**src/rtl/lsu_stage.sv**
```systemverilog
// lsu_stage -- memory stage of the RV32I core.
//
// Takes the ALU result as effective address (LOAD/STORE) or as writeback value
// (everything else). It runs one req/ack data-memory transaction, aligns store
// data and strobes, and extracts and extends load data. It then hands one
// writeback record per instruction to WB over a valid/ready handshake. Only one
// instruction is in flight at a time.
//
// Ports
//   clk, rst                  clock; asynchronous active-high reset
//   in_valid / in_ready       instruction handshake from EX (ready only in IDLE)
//   opcode, funct3            RV32I opcode and width/sign select
//   alu_out                   address (LOAD/STORE) or writeback value
//   rs2_data, rd              store source data, destination register
//   mem_req/we/addr/wdata/wstrb   data-memory request, held until mem_ack
//   mem_ack, mem_rdata        memory completion and read word
//   out_valid / out_ready     writeback record handshake to WB
//   wb_data, wb_rd, wb_en     writeback record
//   fault                     misaligned / illegal width / timeout (wb_en forced 0)
module lsu_stage #(
  parameter int TIMEOUT_CYCLES = 255
) (
  input  logic        clk,
  input  logic        rst,
  input  logic        in_valid,
  output logic        in_ready,
  input  logic [6:0]  opcode,
  input  logic [2:0]  funct3,
  input  logic [31:0] alu_out,
  input  logic [31:0] rs2_data,
  input  logic [4:0]  rd,
  output logic        mem_req,
  output logic        mem_we,
  output logic [31:0] mem_addr,
  output logic [31:0] mem_wdata,
  output logic [3:0]  mem_wstrb,
  input  logic        mem_ack,
  input  logic [31:0] mem_rdata,
  output logic        out_valid,
  input  logic        out_ready,
  output logic [31:0] wb_data,
  output logic [4:0]  wb_rd,
  output logic        wb_en,
  output logic        fault
);

  localparam int CW = $clog2(TIMEOUT_CYCLES + 1);
  localparam logic [CW-1:0] CNT_LAST = CW'(TIMEOUT_CYCLES - 1);

  localparam logic [6:0] OP_LOAD   = 7'b0000011;
  localparam logic [6:0] OP_STORE  = 7'b0100011;
  localparam logic [6:0] OP_BRANCH = 7'b1100011;

  typedef enum logic [1:0] {S_IDLE, S_REQ, S_RESP} state_t;

  state_t        state_q, state_d;
  logic          mem_we_q, mem_we_d;
  logic [31:0]   mem_addr_q, mem_addr_d;
  logic [31:0]   mem_wdata_q, mem_wdata_d;
  logic [3:0]    mem_wstrb_q, mem_wstrb_d;
  logic [31:0]   wb_data_q, wb_data_d;
  logic [4:0]    wb_rd_q, wb_rd_d;
  logic          wb_en_q, wb_en_d;
  logic          fault_q, fault_d;
  logic [CW-1:0] cnt_q, cnt_d;
  logic          is_load_q, is_load_d;
  logic [2:0]    ld_f3_q, ld_f3_d;
  logic [1:0]    off_q, off_d;

  logic is_load, is_store, is_branch, mem_op;
  logic ld_legal, st_legal, aligned, mem_ok;

  // Byte/half/word extraction from the raw read word.
  function automatic logic [31:0] load_extend(input logic [31:0] rdata,
                                              input logic [1:0]  off,
                                              input logic [2:0]  f3);
    logic [31:0] lane;
    lane = rdata >> {off, 3'b000};
    case (f3)
      3'b000:  load_extend = {{24{lane[7]}}, lane[7:0]};
      3'b001:  load_extend = {{16{lane[15]}}, lane[15:0]};
      3'b100:  load_extend = {24'd0, lane[7:0]};
      3'b101:  load_extend = {16'd0, lane[15:0]};
      default: load_extend = lane;
    endcase
  endfunction

  // Store data is replicated across all lanes; the strobes pick the live bytes.
  function automatic logic [31:0] store_data(input logic [31:0] src,
                                             input logic [1:0]  size);
    case (size)
      2'b00:   store_data = {4{src[7:0]}};
      2'b01:   store_data = {2{src[15:0]}};
      default: store_data = src;
    endcase
  endfunction

  function automatic logic [3:0] store_strb(input logic [1:0] size,
                                            input logic [1:0] off);
    case (size)
      2'b00:   store_strb = 4'b0001 << off;
      2'b01:   store_strb = 4'b0011 << off;
      default: store_strb = 4'b1111;
    endcase
  endfunction

  assign is_load   = (opcode == OP_LOAD);
  assign is_store  = (opcode == OP_STORE);
  assign is_branch = (opcode == OP_BRANCH);
  assign mem_op    = is_load | is_store;

  assign ld_legal = (funct3 == 3'b000) | (funct3 == 3'b001) | (funct3 == 3'b010) |
                    (funct3 == 3'b100) | (funct3 == 3'b101);
  assign st_legal = (funct3 < 3'b011);
  // funct3[1:0] carries the access size for every legal encoding.
  assign aligned  = (funct3[1:0] == 2'b00) |
                    ((funct3[1:0] == 2'b01) & ~alu_out[0]) |
                    ((funct3[1:0] == 2'b10) & (alu_out[1:0] == 2'b00));
  assign mem_ok   = mem_op & aligned & (is_load ? ld_legal : st_legal);

  always_comb begin
    state_d     = state_q;
    mem_we_d    = mem_we_q;
    mem_addr_d  = mem_addr_q;
    mem_wdata_d = mem_wdata_q;
    mem_wstrb_d = mem_wstrb_q;
    wb_data_d   = wb_data_q;
    wb_rd_d     = wb_rd_q;
    wb_en_d     = wb_en_q;
    fault_d     = fault_q;
    cnt_d       = cnt_q;
    is_load_d   = is_load_q;
    ld_f3_d     = ld_f3_q;
    off_d       = off_q;

    case (state_q)
      S_IDLE: begin
        if (in_valid) begin
          wb_rd_d   = rd;
          wb_data_d = alu_out;
          is_load_d = is_load;
          ld_f3_d   = funct3;
          off_d     = alu_out[1:0];
          if (mem_ok) begin
            state_d     = S_REQ;
            cnt_d       = '0;
            mem_we_d    = is_store;
            mem_addr_d  = {alu_out[31:2], 2'b00};
            mem_wdata_d = store_data(rs2_data, funct3[1:0]);
            mem_wstrb_d = is_store ? store_strb(funct3[1:0], alu_out[1:0]) : 4'b0000;
            fault_d     = 1'b0;
            wb_en_d     = is_load & (rd != 5'd0);
          end else begin
            // Any memory op reaching here is misaligned or has an illegal width.
            state_d = S_RESP;
            fault_d = mem_op;
            wb_en_d = ~mem_op & ~is_branch & (rd != 5'd0);
          end
        end
      end
      S_REQ: begin
        // An ack on the final allowed cycle still completes the access.
        if (mem_ack) begin
          state_d = S_RESP;
          if (is_load_q) wb_data_d = load_extend(mem_rdata, off_q, ld_f3_q);
        end else if (cnt_q == CNT_LAST) begin
          state_d = S_RESP;
          fault_d = 1'b1;
          wb_en_d = 1'b0;
        end else begin
          cnt_d = cnt_q + CW'(1);
        end
      end
      S_RESP: begin
        if (out_ready) state_d = S_IDLE;
      end
      default: state_d = S_IDLE;
    endcase
  end

  always_ff @(posedge clk or posedge rst) begin
    if (rst) begin
      state_q     <= S_IDLE;
      mem_we_q    <= 1'b0;
      mem_addr_q  <= '0;
      mem_wdata_q <= '0;
      mem_wstrb_q <= '0;
      wb_data_q   <= '0;
      wb_rd_q     <= '0;
      wb_en_q     <= 1'b0;
      fault_q     <= 1'b0;
      cnt_q       <= '0;
      is_load_q   <= 1'b0;
      ld_f3_q     <= '0;
      off_q       <= '0;
    end else begin
      state_q     <= state_d;
      mem_we_q    <= mem_we_d;
      mem_addr_q  <= mem_addr_d;
      mem_wdata_q <= mem_wdata_d;
      mem_wstrb_q <= mem_wstrb_d;
      wb_data_q   <= wb_data_d;
      wb_rd_q     <= wb_rd_d;
      wb_en_q     <= wb_en_d;
      fault_q     <= fault_d;
      cnt_q       <= cnt_d;
      is_load_q   <= is_load_d;
      ld_f3_q     <= ld_f3_d;
      off_q       <= off_d;
    end
  end

  // Handshake outputs decode straight from state, so reset drops them at once.
  assign in_ready  = (state_q == S_IDLE);
  assign mem_req   = (state_q == S_REQ);
  assign out_valid = (state_q == S_RESP);
  assign mem_we    = mem_we_q;
  assign mem_addr  = mem_addr_q;
  assign mem_wdata = mem_wdata_q;
  assign mem_wstrb = mem_wstrb_q;
  assign wb_data   = wb_data_q;
  assign wb_rd     = wb_rd_q;
  assign wb_en     = wb_en_q;
  assign fault     = fault_q;

endmodule
```
**config.mk**
```make
export PLATFORM = sky130hd
export DESIGN_NAME = lsu_stage
export DESIGN_NICKNAME = d
export VERILOG_FILES = /design/src/rtl/lsu_stage.sv
export SDC_FILE = /design/constraint.sdc
export NUM_CORES = 1
export LEC_CHECK = 0
export ABC_AREA = 1
export CAP_MARGIN = 30
export CORE_MARGIN = 5
export CORE_UTILIZATION = 40
export CTS_BUF_LIST = sky130_fd_sc_hd__clkbuf_16
export CTS_CLUSTER_DIAMETER = 40
export CTS_CLUSTER_SIZE = 24
export DETAILED_ROUTE_END_ITERATION = 8
export PLACE_DENSITY_LB_ADDON = 0.25
export SLEW_MARGIN = 20
export SYNTH_ARGS = -nofsm -noshare
export SYNTH_HDL_FRONTEND = slang
export SYNTH_SLANG_ARGS = --single-unit
export TNS_END_PERCENT = 30
```
**constraint.sdc**
```tcl
create_clock -name clk -period 7.4 [get_ports clk]
set_input_delay 1.48 -clock clk [delete_from_list [all_inputs] [get_ports clk]]
set_output_delay 1.48 -clock clk [all_outputs]
set_load 0.02 [all_outputs]
```
==> results.tsv, run 1 <==
stage	metric	value	unit
cells_and_area	area.growth.synth_to_final	45.3	%
clock_network	cts_buffers	17	
detailed_routing	post_drt_wl_per_cell	15.8	um
detailed_routing	drc	0	
critical_path	rrSetupSlack	4.57	ns
placed_design	portBuffers	224	
global_routing	grt_use_total	21.6	%
critical_path	critPathRequiredTime	7.65	ns
yosys	syn_avg_cell_area	7.66	um^2
critical_path	worstPathCellList	clkdlybuf4s50_1 > nor2_1 > nand2_1 > a21oi_4 > nand4_4 > buf_4 > nand2_1 > o21ai_0	
critical_path	crit_family	buffers and inverters	
pwr	p_total	2.09	mW
sta	fin_setup_tns	0	ns
yosys	ys.flop_type	dfrtp_1	
critical_path	reg2reg_depth	7	
critical_path	path_max_fanout	90	
clock_network	htreeDepth	4	
detailed_routing	via_per_inst	4.93	
placed_design	gp_congestion	0.886	
run	cap_violations	0	
cells_and_area	multi_input_area	2740	um^2
clock_network	cts_hold_buf	0	
hold_path	hold_start	wb_rd[1]	
critical_path	crit_type	in2reg	
hold_path	hp-class	reg2reg	
global_routing	grt_antenna_before_repair	0	
global_routing	grt_pass1_wl	31.3	mm
sta	post-route-period-util	51.7	%
detailed_routing	drtIter0Drc	496	
yosys	ys_types	34	
cells_and_area	antenna_cells	0	
sta	tightestPinTransition	0.920	ns
detailed_routing	dr.pass1.iters	5	
hold_path	min_to	wb_rd[1]	
floorplanning	dieArea	18500	um^2
sta	setup_viol	0	
critical_path	critPathMaxStageDelay	0.66	ns
detailed_routing	routed_wl	19.9	mm
yosys	synth_seq_cells	122	
cells_and_area	stdcell_count	1258	
floorplanning	fp.dieW	136	um
floorplanning	die_h	136	um
cells_and_area	nNetsFinal	1147	
yosys	synth_edf_count	0	
detailed_routing	ant_nets	0	
floorplanning	initial_core_util	40.4	%
pwr	p_per_area	226	nW/um^2
sta	skew	0.00911	ns
global_routing	grt_pass1_vias	5891	
run_status	status	finished, final reports clean	
clock_network	cts_setup_buffers	0	
cells_and_area	drive_gt1_share	6.24	%
critical_path	worstPathArrival	4.08	ns
placed_design	place_inst	1225	
critical_path	cp-end-kind	register	
yosys	async_reset_ff_share	100	%
cells_and_area	post-route-util	58.7	%
clock_network	cts_buffer_depth	2	
critical_path	rr_endpoint	wb_data[28]	
clock_network	clock_sinks	122	
sta	hold_viol	0	
placed_design	placed_area	8620	um^2
global_routing	grt_overflow	0	
sta	grt_setup_unrepaired	false	
clock_network	root_buffer	clkbuf_16	
cells_and_area	fillerInstances	1417	
yosys	yosysWarnings	0	
critical_path	crit_cells	8	
clock_network	clkTransAtPathRegs	0.06	ns
yosys	syn_area	6350	um^2
sta	fin_crit	3.83	ns
critical_path	crit_top_cell	nand2_1	
critical_path	start_kind	input port	
pwr	ir_drop	160	uV
yosys	seq_area_frac_synth	48.1	%
hold_path	hold_depth	2	
sta	max_freq	261	MHz
clock_network	ctsResizeCount	0	
floorplanning	core_region_area	15700	um^2
pwr	p_leak	4.20	nW
global_routing	grt_max_degree	91	
clock_network	cts_tree	built	
floorplanning	io_pins	227	
critical_path	crit_path_top_delay_cell	buf_4	
sta	slew-limit-headroom	38.5	%
critical_path	crit_buf_inv	2	
clock_network	insertion_delay	0.42	ns
detailed_routing	vias	6207	
cells_and_area	regArea	3050	um^2
cells_and_area	final_design_area_no_fill	9230	um^2
critical_path	r2r-start	off_q[0]	
placed_design	hpwl	14.4	mm
floorplanning	rows	46	
sta	slew_viol_final	0	
yosys	synth_cells	829	
==> state kept, by name (all words and copies together) (netlist names) <==
register   cells
mem_we         1
ld_f3_q        3
fault          1
state_q        2
wb_rd          5
mem_wdata     32
is_load_q      1
mem_wstrb      4
cnt_q          8
wb_en          1
mem_addr      30
wb_data       32
off_q          2
==> worst max-delay path by stage <==
stage	startpoint	to	slack [ns]
after floorplan	rst	cnt_q[0]	2.68
after global placement	alu_out[0]	mem_wdata[21]	3.28
after detailed placement	alu_out[1]	mem_wdata[22]	3.21
after CTS	state_q[0]	mem_req	3.60
after global routing	alu_out[1]	mem_wdata[22]	3.33
final	alu_out[1]	mem_wdata[22]	3.57
==> per-layer routing <==
metal / global-route usage (%) / share of wire (%) / vias to the layer above
met5: 0 / 0 / -
met4: 6.66 / 1.9 / 0
met3: 5.81 / 7.3 / 28
met2: 32.1 / 46 / 219
met1: 30.7 / 45 / 2861
li1: - / - / 3099
==> report_power, final <==
part           total, mW  internal [mW]  switching [mW]  leakage (nW)
Combinational      0.501          0.220           0.281          2.31
Sequential         0.780          0.729          0.0506          1.61
Clock              0.808          0.494           0.314         0.276
Total               2.09           1.44           0.646          4.20
==> layout make-up <==
class                           count  area share [%]
Sequential cell                   122            33.1
Multi-Input combinational cell    585            29.7
Timing Repair Buffer              230            25.0
Clock buffer                       17            4.61
Inverter                           73            3.00
Tap cell                          216            2.93
Clock inverter                     15            1.67
==> cells in the final DEF (no fill, tap or decap), drive strengths merged, types with 2 or more instances in the layout <==
master,n
clkinv,10
o211ai,15
nor3,3
clkbuf,17
xor2,2
inv,73
nand3,53
nand4,2
a31oi,8
nor2,57
a21oi,74
clkdlybuf4s50,224
conb,2
buf,6
ha,2
o21ai,104
clkinvlp,3
bufinv,2
xnor2,2
nand2,258
dfrtp,122
==> stage by stage <==
stage | setup WS [ns] | hold slack, ns
finish | 3.57 | 0.473
global route | 3.33 | 0.497
CTS | 3.60 | 0.479
detailed placement | 3.21 | 0.464
global placement | 3.28 | 0.458
floorplan | 2.68 | 0.465
==> worst register-to-register path, cell delays in order, from the launching register on <==
cell and delay (ns):
dfrtp_1 0.80, inv_2 0.43, nand2_1 0.15, nand2_1 0.10, o211ai_2 0.73, nand3_1 0.32
nand2_1 0.13, nand2_1 0.06
==> Yosys cell counts, types with 5 or more instances <==
library cell    n  area (um^2)
a21oi_1        67          335
buf_6          10          113
clkbuf_1       19         71.3
nand3_1        52          260
a31oi_1         8         50.1
dfrtp_1       122         3050
o211ai_1       14          105
nand2_1       257          965
o21ai_1        53          265
nor2_1         53          199
inv_1          68          255
o21ai_2         7         61.3
inv_2           5         18.8
o21ai_0        44          220
buf_2          15         75.1
a21oi_2         5         43.8
==> kinds of logic (layout without fill, tap and decap cells) <==
group                      count (synthesis)  in the layout  share of synthesized area, %
AOI/OAI and AO/OA                        203            203                          18.0
buffers and inverters                    123            335                          8.92
xor gates and xnor gates                   4              4                         0.552
DFF                                      122            122                          48.1
adders and majority gates                  2              2                         0.394
and+or+nand+nor                          374            374                          24.0
other                                      1              2                        0.0590
Note: power is estimated with default switching activity, not from simulation.
==> run 2, diff against run 1 <==
==> constraint.sdc (replaced) <==
create_clock -name clk -period 3.6 [get_ports clk]
set_input_delay 0.72 -clock clk [delete_from_list [all_inputs] [get_ports clk]]
set_output_delay 0.72 -clock clk [all_outputs]
set_load 0.02 [all_outputs]
==> results.tsv, run 2 (synthesis gave the netlist of run 1 again) <==
stage	metric	value	unit
cells_and_area	antenna_cells	0	
cells_and_area	nNetsFinal	1154	
run_status	status	finished, final reports clean	
clock_network	cts_buffer_depth	2	
sta	hold_viol	0	
global_routing	grt_antenna_before_repair	0	
placed_design	portBuffers	224	
hold_path	min_to	wb_rd[4]	
sta	fin_crit	2.71	ns
detailed_routing	drc	0	
pwr	ir_drop	369	uV
sta	setup_viol	0	
critical_path	crit_buf_inv	3	
critical_path	cp-end-kind	primary output	
critical_path	worstPathCellList	nand2_2 > inv_1 > buf_4 > clkdlybuf4s50_1	
critical_path	crit_type	reg2out	
pwr	p_leak	4.21	nW
cells_and_area	area.growth.synth_to_final	44.7	%
sta	post-route-period-util	75.4	%
cells_and_area	final_design_area_no_fill	9190	um^2
sta	skew	0.00601	ns
global_routing	grt.busiest_layer	met2	
clock_network	clock_sinks	122	
cells_and_area	stdcell_count	1260	
global_routing	grt_util_met1	29.6	%
placed_design	pre_cts_ws	0.635	ns
floorplanning	io_pins	227	
critical_path	crit_family	buffers and inverters	
detailed_routing	via_per_inst	4.90	
clock_network	root_buffer	clkbuf_16	
sta	fin_setup_tns	0	ns
hold_path	hold_start	wb_rd[4]	
clock_network	cts_buffers	17	
floorplanning	fp.dieW	136	um
clock_network	insertion_delay	0.41	ns
detailed_routing	ant_nets	0	
critical_path	worstPathArrival	1.99	ns
global_routing	grt_util_met3	6.07	%
cells_and_area	fillerInstances	1439	
critical_path	rrSetupSlack	1.16	ns
cells_and_area	layout_commonest_cell	nand2_1	
global_routing	grt_pass1_vias	5915	
hold_path	hold_depth	2	
cells_and_area	regArea	3050	um^2
floorplanning	initial_core_util	40.4	%
critical_path	critPathMaxStageDelay	0.67	ns
pwr	p_per_area	442	nW/um^2
floorplanning	die_h	136	um
floorplanning	rows	46	
critical_path	start_kind	register	
detailed_routing	dr.pass1.iters	5	
placed_design	hpwl	14.8	mm
detailed_routing	drtIter0Drc	487	
clock_network	cts_setup_buffers	0	
floorplanning	dieArea	18500	um^2
critical_path	crit_path_top_delay_cell	clkdlybuf4s50_1	
clock_network	cts_hold_buf	0	
sta	max_freq	368	MHz
clock_network	htreeDepth	4	
cells_and_area	final_cell_mix	257 x nand2_1, 224 x clkdlybuf4s50_1, 122 x dfrtp_1	
sta	grt_setup_unrepaired	false	
hold_path	hp-class	reg2reg	
sta	tightestPinTransition	0.812	ns
placed_design	gp_congestion	0.888	
detailed_routing	vias	6168	
detailed_routing	routed_wl	19.9	mm
critical_path	critPathRequiredTime	2.88	ns
global_routing	grt_overflow	0	
global_routing	grt_use_total	21.7	%
critical_path	r2r-start	state_q[0]	
clock_network	ctsResizeCount	0	
sta	setup_slack	0.886	ns
critical_path	path_max_fanout	21	
critical_path	rr_endpoint	wb_data[10]	
cells_and_area	drive_gt1_share	6.03	%
clock_network	clkTransAtPathRegs	0.05	ns
sta	slew-limit-headroom	45.7	%
clock_network	cts_tree	built	
global_routing	met2_usage	34.1	%
cells_and_area	multi_input_area	2740	um^2
placed_design	placed_area	8720	um^2
global_routing	grt_max_degree	123	
detailed_routing	post_drt_wl_per_cell	15.8	um
critical_path	reg2reg_depth	8	
global_routing	grt_pass1_wl	31.4	mm
sta	slew_viol_final	0	
floorplanning	core_region_area	15700	um^2
run	cap_violations	0	
placed_design	place_inst	1233	
[run 2: worst reg2reg max path: stages, from the launching register on]
cell and delay, ns:
dfrtp_1 0.47, nand2_2 0.11, buf_4 0.52, nor2_4 0.11, a21oi_4 0.60, buf_4 0.31
a21oi_1 0.06, nand2_1 0.10, nand2_1 0.05
[run 2: layout make-up]
class                      instances  area share [%]
clock buffer                      17            4.63
clock inverter                    10           0.477
inverter                          73            3.02
multi-input combinational        585            29.8
sequential                       122            33.2
tap                              216            2.94
timing repair buffer             237            25.9
[run 2: where the power goes]
group,switching (mW),total (mW),internal [mW]
logic,0.581,1.04,0.461
clock network,0.576,1.41,0.837
registers,0.104,1.60,1.50
total,1.26,4.06,2.80
[run 2: metal layers]
layer	part of all wire (%)	wire length (um)
met4	1.1	227
met3	8.0	1590
met1	45	8960
met2	46	9170
met5	0	0
[run 2: worst max path at each step]
stage / end / slack (ns) / from / cells past startpoint
CTS: mem_req / 0.88 / state_q[0] / 4
floorplan: cnt_q[0] / 1.38 / rst / 1
detailed placement: mem_wdata[30] / 0.63 / alu_out[1] / 8
global placement: mem_wdata[29] / 0.72 / alu_out[1] / 8
global route: mem_req / 0.80 / state_q[0] / 4
finish: mem_req / 0.89 / state_q[0] / 4
[run 2: stage by stage]
step                      hold WS (ns)  util [%]  power (mW)
final                            0.467      58.5        4.06
after global routing             0.499      58.5        4.26
after CTS                        0.473      58.5        4.09
after detailed placement         0.460      55.5        2.67
after global placement           0.458      55.5        2.66
after floorplan                  0.465         -        2.17
==> run 3, diff against run 2 <==
==> constraint.sdc (replaced) <==
create_clock -name clk -period 2.21 [get_ports clk]
set_input_delay 0.442 -clock clk [delete_from_list [all_inputs] [get_ports clk]]
set_output_delay 0.442 -clock clk [all_outputs]
set_load 0.02 [all_outputs]
==> results.tsv, run 3 (synthesis gave the netlist of run 1 again) <==
stage	metric	value	unit
run_status	status	finished, final reports clean	
cells_and_area	area.growth.synth_to_final	48.1	%
global_routing	grt_pass1_vias	6003	
clock_network	clock_sinks	122	
clock_network	root_buffer	clkbuf_16	
critical_path	path_max_fanout	7	
sta	grt_setup_unrepaired	false	
clock_network	cts_tree	built	
pwr	p_total	6.87	mW
clock_network	cts_buffer_depth	2	
placed_design	hpwl	15.1	mm
detailed_routing	dr.pass1.iters	5	
detailed_routing	post_drt_wl_per_cell	15.5	um
cells_and_area	fillerInstances	1447	
critical_path	crit_type	reg2out	
critical_path	worstPathArrival	1.71	ns
cells_and_area	drive_gt1_share	7.98	%
critical_path	reg2reg_depth	7	
critical_path	start_kind	register	
pwr	ir_drop	673	uV
detailed_routing	wl_met2	8.91	mm
floorplanning	die_h	136	um
sta	max_freq	464	MHz
global_routing	grt_use_total	21.9	%
sta	hold_viol	0	
cells_and_area	nNetsFinal	1170	
detailed_routing	via_per_inst	4.89	
hold_path	hp-class	in2async	
floorplanning	dieArea	18500	um^2
run	cap_violations	0	
floorplanning	initial_core_util	40.4	%
global_routing	grt_antenna_before_repair	0	
global_routing	grt_overflow	0	
clock_network	htreeDepth	4	
placed_design	gp_congestion	0.895	
sta	tightestPinTransition	0.630	ns
detailed_routing	drc	0	
clock_network	insertion_delay	0.41	ns
detailed_routing	wl_met3	1.51	mm
detailed_routing	ant_nets	0	
detailed_routing	vias	6267	
cells_and_area	layout_commonest_cell	nand2_1	
sta	slew-limit-headroom	57.9	%
sta	skew	0.00437	ns
sta	setup_viol	0	
detailed_routing	drtIter0Drc	417	
detailed_routing	routed.top_layer	met4	
critical_path	critPathRequiredTime	1.77	ns
floorplanning	io_pins	227	
sta	fin_setup_tns	0	ns
sta	slew_viol_final	0	
sta	fin_crit	2.16	ns
detailed_routing	wl_met1	8.96	mm
sta	setup_slack	0.0539	ns
critical_path	cp-end-kind	primary output	
pwr	p_per_area	731	nW/um^2
detailed_routing	routed_wl	19.8	mm
sta	whs	0.401	ns
floorplanning	rows	46	
cells_and_area	final_design_area_no_fill	9410	um^2
global_routing	grt_pass1_wl	31.8	mm
placed_design	placed_area	8870	um^2
critical_path	crit_start	state_q[0]	
clock_network	clkTransAtPathRegs	0.05	ns
pwr	p_leak	4.31	nW
floorplanning	core_region_area	15700	um^2
floorplanning	fp.dieW	136	um
cells_and_area	antenna_cells	0	
critical_path	r2r-start	state_q[0]	
placed_design	pre_cts_ws	0.0212	ns
global_routing	grt_max_degree	89	
clock_network	cts_hold_buf	0	
sta	post-route-period-util	97.6	%
placed_design	portBuffers	224	
clock_network	cts_buffers	17	
cells_and_area	final_cell_mix	257 x nand2_1, 223 x clkdlybuf4s50_1, 121 x dfrtp_1	
run 3: per-layer routing:
metal / global-route usage, % / vias up
met2: 33.1 / 206
met1: 30.2 / 2875
met3: 6.44 / 37
met5: 0 / -
li1: - / 3149
met4: 7.22 / 0
run 3: power by group:
part | switching [mW] | internal, mW | total, mW | leakage, nW
combinational | 0.980 | 0.790 | 1.77 | 2.44
clock | 1.00 | 1.52 | 2.52 | 0.252
sequential | 0.139 | 2.44 | 2.58 | 1.61
total | 2.12 | 4.75 | 6.87 | 4.31
run 3: repair_timing:
| action | in CTS | in global routing |
|---|---|---|
| buffers inserted | 0 | 0 |
| endpoints found under the setup margin | 1 | 1 |
| resized for setup | 1 | 1 |
| pin swaps | 0 | 0 |
run 3: worst paths after layout:
path                            endpoint  slack (ns)
max                             in_ready        0.05
min                        mem_wdata[29]        0.40
max reg2reg                  wb_data[23]        0.37
min reg2reg                     wb_rd[1]        0.47
max in group asynchronous   mem_addr[25]        1.22
min in group clk                wb_rd[1]        0.47
run 3: critical path, cell delays in order (launching register included):
cell and delay [ns]:
dfrtp_2 0.46, nor2_1 0.19, clkdlybuf4s50_1 0.65
run 3: final cells by class:
type	count	area, um^2	share of cell area, %
Sequential cell	122	3050	32.5
Tap cell	216	270	2.87
Clock inverter	15	113	1.20
Multi-Input combinational cell	585	2740	29.2
Timing Repair Buffer	253	2520	26.8
Inverter	73	278	2.95
Clock buffer	17	425	4.52
run 3: stage by stage:
| step | utilization [%] | instances |
|---|---|---|
| 5_1_grt | 59.9 | 1281 |
| 6_report | 59.9 | 1281 |
| 2_1_floorplan | - | 830 |
| 4_1_cts | 59.9 | 1281 |
| 3_5_place_dp | 56.4 | 1249 |
| 3_3_place_gp | 56.4 | 1249 |
